===== src/rtl/crc32_pkg.sv =====
// rtl/crc32_pkg.sv - shared CRC-32 constants and the reflected byte-step function
// Purpose: Ethernet CRC-32 definitions used by the multi-channel engine.
// Contents: crc32_t type, reflected polynomial, INIT/XOROUT defaults,
//           crc32_byte(state, data_byte) advancing the LFSR by one byte, LSB first.
package crc32_pkg;

   typedef logic [31:0] crc32_t;

   localparam crc32_t CRC32_POLY_REFL = 32'hEDB88320;
   localparam crc32_t CRC32_INIT      = 32'hFFFFFFFF;
   localparam crc32_t CRC32_XOROUT    = 32'hFFFFFFFF;

   function automatic crc32_t crc32_byte(input crc32_t state, input logic [7:0] data_byte);
      crc32_t c;
      c = state ^ {24'd0, data_byte};
      for (int i = 0; i < 8; i++) begin
         c = c[0] ? ((c >> 1) ^ CRC32_POLY_REFL) : (c >> 1);
      end
      return c;
   endfunction

endpackage


===== src/rtl/crc32_mc_step.sv =====
// rtl/crc32_mc_step.sv - combinational multi-byte CRC-32 step for one beat
// Purpose: advances a CRC state across up to DATA_W/8 bytes, lane 0 first.
// Ports:
//   crc_in   in   32        starting state
//   keep     in   DATA_W/8  byte enables; only the contiguous run from lane 0 counts
//   data     in   DATA_W    beat payload, bits[7:0] = first byte
//   crc_out  out  32        state after the enabled bytes
module crc32_mc_step
   import crc32_pkg::*;
#(
   parameter int DATA_W = 16,
   localparam int KEEP_W = DATA_W / 8
) (
   input  crc32_t            crc_in,
   input  logic [KEEP_W-1:0] keep,
   input  logic [DATA_W-1:0] data,
   output crc32_t            crc_out
);

   crc32_t c;
   logic   run;

   // run drops at the first cleared keep bit, so later set bits are ignored.
   always_comb begin
      c   = crc_in;
      run = 1'b1;
      for (int i = 0; i < KEEP_W; i++) begin
         run = run & keep[i];
         if (run) begin
            c = crc32_byte(c, data[8*i +: 8]);
         end
      end
      crc_out = c;
   end

endmodule


===== src/rtl/crc32_mc_stream.sv =====
// rtl/crc32_mc_stream.sv - time-shared multi-channel Ethernet CRC-32 stream engine
// Purpose: channel-tagged beats are registered in S1, folded into per-channel
//          running CRC state, and the final CRC is emitted on end of frame.
// Ports:
//   clk1, rst                 clock; asynchronous active-high reset
//   in_valid/in_ready         input beat handshake
//   in_ch, in_sof, in_eof     channel tag and frame delimiters
//   in_keep, in_data          byte enables (contiguous from lane 0) and payload
//   out_valid/out_ready       result handshake; result held while stalled
//   out_ch, out_crc           result channel and reflected post-XOROUT CRC
//   err_pulse                 one-cycle pulse for a dropped beat
module crc32_mc_stream
   import crc32_pkg::*;
#(
   parameter int     DATA_W = 16,
   parameter int     NUM_CH = 4,
   parameter crc32_t INIT   = CRC32_INIT,
   parameter crc32_t XOROUT = CRC32_XOROUT,
   localparam int    CH_W   = (NUM_CH > 1) ? $clog2(NUM_CH) : 1,
   localparam int    KEEP_W = DATA_W / 8
) (
   input  logic              clk1,
   input  logic              rst,
   input  logic              in_valid,
   output logic              in_ready,
   input  logic [CH_W-1:0]   in_ch,
   input  logic              in_sof,
   input  logic              in_eof,
   input  logic [KEEP_W-1:0] in_keep,
   input  logic [DATA_W-1:0] in_data,
   output logic              out_valid,
   input  logic              out_ready,
   output logic [CH_W-1:0]   out_ch,
   output crc32_t            out_crc,
   output logic              err_pulse
);

   logic              s1_valid;
   logic [CH_W-1:0]   s1_ch;
   logic              s1_sof;
   logic              s1_eof;
   logic [KEEP_W-1:0] s1_keep;
   logic [DATA_W-1:0] s1_data;

   crc32_t            state_q [NUM_CH];
   logic [NUM_CH-1:0] open_q;

   logic              ch_ok;
   logic [CH_W-1:0]   ch_idx;
   logic              beat_ok;
   crc32_t            base_crc;
   crc32_t            next_crc;
   logic              s1_advance;
   logic              in_fire;

   generate
      if (NUM_CH == (1 << CH_W)) begin : g_ch_full
         assign ch_ok = 1'b1;
      end else begin : g_ch_part
         assign ch_ok = (int'(s1_ch) < NUM_CH);
      end
   endgenerate

   // Out-of-range tags never index the arrays; they are dropped as errors.
   assign ch_idx   = ch_ok ? s1_ch : '0;
   assign beat_ok  = ch_ok & (s1_sof | open_q[ch_idx]);
   assign base_crc = s1_sof ? INIT : state_q[ch_idx];

   crc32_mc_step #(.DATA_W(DATA_W)) u_step (
      .crc_in  (base_crc),
      .keep    (s1_keep),
      .data    (s1_data),
      .crc_out (next_crc)
   );

   // The state array is written on the same edge the beat leaves S1, so a
   // following beat on the same channel reads the updated value with no stall.
   assign s1_advance = s1_valid & ~(s1_eof & out_valid & ~out_ready);
   assign in_ready   = ~rst & (~s1_valid | s1_advance);
   assign in_fire    = in_valid & in_ready;

   always_ff @(posedge clk1 or posedge rst) begin
      if (rst) begin
         s1_valid  <= 1'b0;
         s1_ch     <= '0;
         s1_sof    <= 1'b0;
         s1_eof    <= 1'b0;
         s1_keep   <= '0;
         s1_data   <= '0;
         open_q    <= '0;
         out_valid <= 1'b0;
         out_ch    <= '0;
         out_crc   <= '0;
         err_pulse <= 1'b0;
         for (int i = 0; i < NUM_CH; i++) begin
            state_q[i] <= INIT;
         end
      end else begin
         err_pulse <= 1'b0;

         if (out_valid & out_ready) begin
            out_valid <= 1'b0;
         end

         if (s1_advance) begin
            s1_valid <= 1'b0;
            if (beat_ok) begin
               state_q[ch_idx] <= next_crc;
               open_q[ch_idx]  <= ~s1_eof;
               if (s1_eof) begin
                  out_valid <= 1'b1;
                  out_ch    <= s1_ch;
                  out_crc   <= next_crc ^ XOROUT;
               end
            end else begin
               err_pulse <= 1'b1;
            end
         end

         if (in_fire) begin
            s1_valid <= 1'b1;
            s1_ch    <= in_ch;
            s1_sof   <= in_sof;
            s1_eof   <= in_eof;
            s1_keep  <= in_keep;
            s1_data  <= in_data;
         end
      end
   end

endmodule

===== config.mk =====
export PLATFORM = sky130hd
export DESIGN_NAME = crc32_mc_stream
export DESIGN_NICKNAME = d
export VERILOG_FILES = /design/src/rtl/crc32_pkg.sv /design/src/rtl/crc32_mc_step.sv /design/src/rtl/crc32_mc_stream.sv
export SDC_FILE = /design/constraint.sdc
export NUM_CORES = 1
export LEC_CHECK = 0
export BUFFER_PORTS_ARGS = -buffer_cell sky130_fd_sc_hd__buf_4
export CAP_MARGIN = 20
export CORE_ASPECT_RATIO = 1.2
export CORE_MARGIN = 2
export CORE_UTILIZATION = 62
export DETAILED_ROUTE_END_ITERATION = 7
export HOLD_SLACK_MARGIN = 0.03
export PLACE_DENSITY_LB_ADDON = 0.3
export REMOVE_ABC_BUFFERS = 1
export SLEW_MARGIN = 20
export SYNTH_ARGS = -nofsm -noshare
export SYNTH_HDL_FRONTEND = slang
export SYNTH_SLANG_ARGS = --single-unit

===== constraint.sdc =====
create_clock -name clk1 -period 8.3 [get_ports clk1]
set_input_delay 1.66 -clock clk1 [delete_from_list [all_inputs] [get_ports clk1]]
set_output_delay 1.66 -clock clk1 [all_outputs]
set_load 0.005 [all_outputs]

==> results.json <==
{
  "startpoint": "ch_idx[1]",
  "rsz0062_at_grt": "no",
  "port_buffers": 62,
  "synth_compound_area_frac": 0.120,
  "cts_tree": "done",
  "die_x_um": 124,
  "yosysUniqueCellTypes": 63,
  "synth_cells": 1019,
  "hpwl_um": 17200,
  "clockBufferDepth": 2,
  "post-route-min-period_ns": 5.15,
  "cp_data_arrival_time_ns": 5.47,
  "die_height_um": 148,
  "hold_buffers": 0,
  "synth_top_area_cell": "dfstp_2",
  "synthFlopType": "dfstp_2",
  "synthSimpleGateAreaFrac": 0.109,
  "cts.reportedPaths.clkPinSlew_ns": 0.07,
  "grt_pass1_vias": 7650,
  "slowest_delay_ns": 0.91,
  "hold_slack_ns": 0.478,
  "crit_fanout": 22,
  "drc": 0,
  "critPathSlowestCell": "dfrtp_1",
  "core-area_mm2": 0.0170,
  "max_freq_mhz": 194,
  "firstDrtPassIters": 7,
  "status": "completed",
  "synth_top_family_by_area": "XOR/XNOR gates",
  "fp.dieArea_mm2": 0.0185,
  "layout.nets": 1064,
  "drt_wl_total_um": 25000,
  "criticalPathCategory": "reg -> reg",
  "cp_cell_sequence": "buf_4, mux4_2, xor2_1, and3_1, nor2_2, or3_1, nor4b_4, xor2_1, xnor2_1, xnor3_1, nand2_1, o21ai_1, mux2_2",
  "ys_seq_area_frac": 0.458,
  "grt_max_degree": 81,
  "root_buffer": "clkbuf_16",
  "hold_start": "state_q[89]",
  "netlist_top_cells_area": "dfstp_2 31%, dfrtp_1 15%, xnor2_1 7.2%",
  "ys_ff_latch": 191,
  "synth_common_cells": "137 x nand2_1, 134 x o21ai_0, 128 x dfstp_2, 89 x xnor2_1, 84 x nor2_1",
  "cp.required_ns": 8.62,
  "slew_violations": 0,
  "hold_violations": 0,
  "drv_cap": 0,
  "drive_above_1_share": 0.328,
  "cp_common_cell": "xor2_1",
  "start_util": 0.635,
  "rows": 52,
  "yosys_warnings": 0,
  "num_vias": 7700,
  "first_iter_violations": 712,
  "postCtsSetupBuffers": 0,
  "cts_made_buffers": 17,
  "skew_ns": 0.0101,
  "synth_edf_count": 0,
  "setup_viol": 0,
  "synth_xor_xnor_area_share": 0.144,
  "cts.sink_count": 191,
  "synth_top_area_share": 0.312,
  "diodes": 0,
  "overflow": 0,
  "grt_pass1_wl_um": 41500,
  "hold_class": "reg -> reg",
  "clock_latency_ns": 0.44,
  "ctsResizeCount": 0,
  "yosysMostFrequentCell": "nand2_1",
  "synth.area.mux_share": 0.138,
  "reg2reg_from": "ch_idx[1]",
  "syn_area_per_cell_um2": 10.6,
  "ios": 63,
  "async_flop_share": 1.00,
  "track_usage": 0.285,
  "avgRoutedWirePerCell_um": 19.7,
  "synth-adder-area-share": 0,
  "area_delta_synth_final_pct": 9.85,
  "ant_nets": 0,
  "cp-start-kind": "flop",
  "period_share": 0.620,
  "antenna_found_initial": 0,
  "syn-cell-area_mm2": 0.0108,
  "endpoint_kind": "flop",
  "tightest_slew_ns": 0.964,
  "cts_max_level": 4,
  "gp_congestion": 0.988,
  "fin_setup_tns_ns": 0,
  "vias_per_cell": 6.08,
  "slew_headroom": 0.357
}
==> cells in the final DEF (no fill, tap or decap), types with 3 or more instances in the layout <==
master	synthesis	layout
a21oi_1	58	58
a31oi_1	5	5
and2_1	8	8
and3_1	4	4
buf_4	1	72
clkbuf_1	50	3
clkbuf_16	0	17
clkinv_2	0	4
clkinv_4	0	3
dfrtp_1	63	61
dfstp_2	128	128
inv_1	7	6
inv_6	0	4
mux2_2	55	55
mux2i_1	8	8
mux4_2	34	34
nand2_1	137	135
nand2b_1	5	4
nor2_1	84	83
nor3_1	9	9
o211ai_1	7	7
o21ai_0	134	134
o22ai_1	3	3
or2_2	6	6
or3_1	5	5
xnor2_1	89	89
xnor2_2	3	3
xnor2_4	3	3
xnor3_1	9	9
xor2_1	37	37
xor3_1	3	3
==> layout make-up <==
cell class / instances / area, µm²
sequential: 191 / 4940
inverter: 7 / 31.3
multi-input combinational: 749 / 5540
clock inverter: 12 / 87.6
clock buffer: 20 / 437
fill: 1259 / 5140
tap: 216 / 270
timing repair buffer: 72 / 541
==> path summary, 6_finish.rpt <==
| path | slack (ns) | cells after the start | end |
|---|---|---|---|
| max in group asynchronous | 5.71 | 3 | s1_sof |
| worst min-delay path | 0.48 | 2 | state_q[89] |
| min in group asynchronous | 1.24 | 2 | out_valid |
| worst max-delay path | 3.15 | 13 | out_crc[19] |
| worst min register to register | 0.48 | 2 | state_q[89] |
| worst max register to register | 3.15 | 13 | out_crc[19] |
==> cells by family (layout without fill, tap and decap cells) <==
family          Yosys count  count (layout)
compound gates          232             232
mux                      98              98
flops                   191             191
xor+xnor                146             146
simple gates            273             273
buf+inv                  79             111
==> state kept, by name (all words and copies together), names as in the netlist <==
signal     cells
s1_eof         1
ch_idx         2
s1_valid       1
s1_keep        2
open_q         4
out_crc       32
s1_sof         1
s1_data       16
out_valid      1
state_q      128
out_ch         2
err_pulse      1
==> stage by stage <==
step                      setup WS, ns  cell area (µm²)  instances   util
after CTS                         3.16            11800       1267  0.697
after detailed placement          3.22            11300       1235  0.666
after global routing              2.89            11800       1267  0.697
final                             3.15            11800       1267  0.697
after floorplan                   1.65            10500        947      -
after global placement            3.25            11300       1235  0.666
==> worst max-delay path, delay by kind of cell (launching register included) <==
family | cells | cell delay (ns)
AND/OR/NAND/NOR | 5 | 1.59
XOR/XNOR | 4 | 1.17
flip-flops | 1 | 0.91
multiplexers | 2 | 0.76
buffers and inverters | 1 | 0.43
AO/OA/AOI/OAI | 1 | 0.16
==> per-layer routing <==
| layer | vias to the layer above | wire [µm] | track usage |
|---|---|---|---|
| li1 | 3557 | - | - |
| met3 | 46 | 1460 | 0.0493 |
| met4 | 0 | 573 | 0.0837 |
| met1 | 3815 | 10900 | 0.401 |
| met2 | 282 | 12100 | 0.463 |
| met5 | - | 0 | 0 |
Power is left out: the tool's default activity adds up to more than one toggle a clock period on the data nets, which glitch-free logic cannot reach.
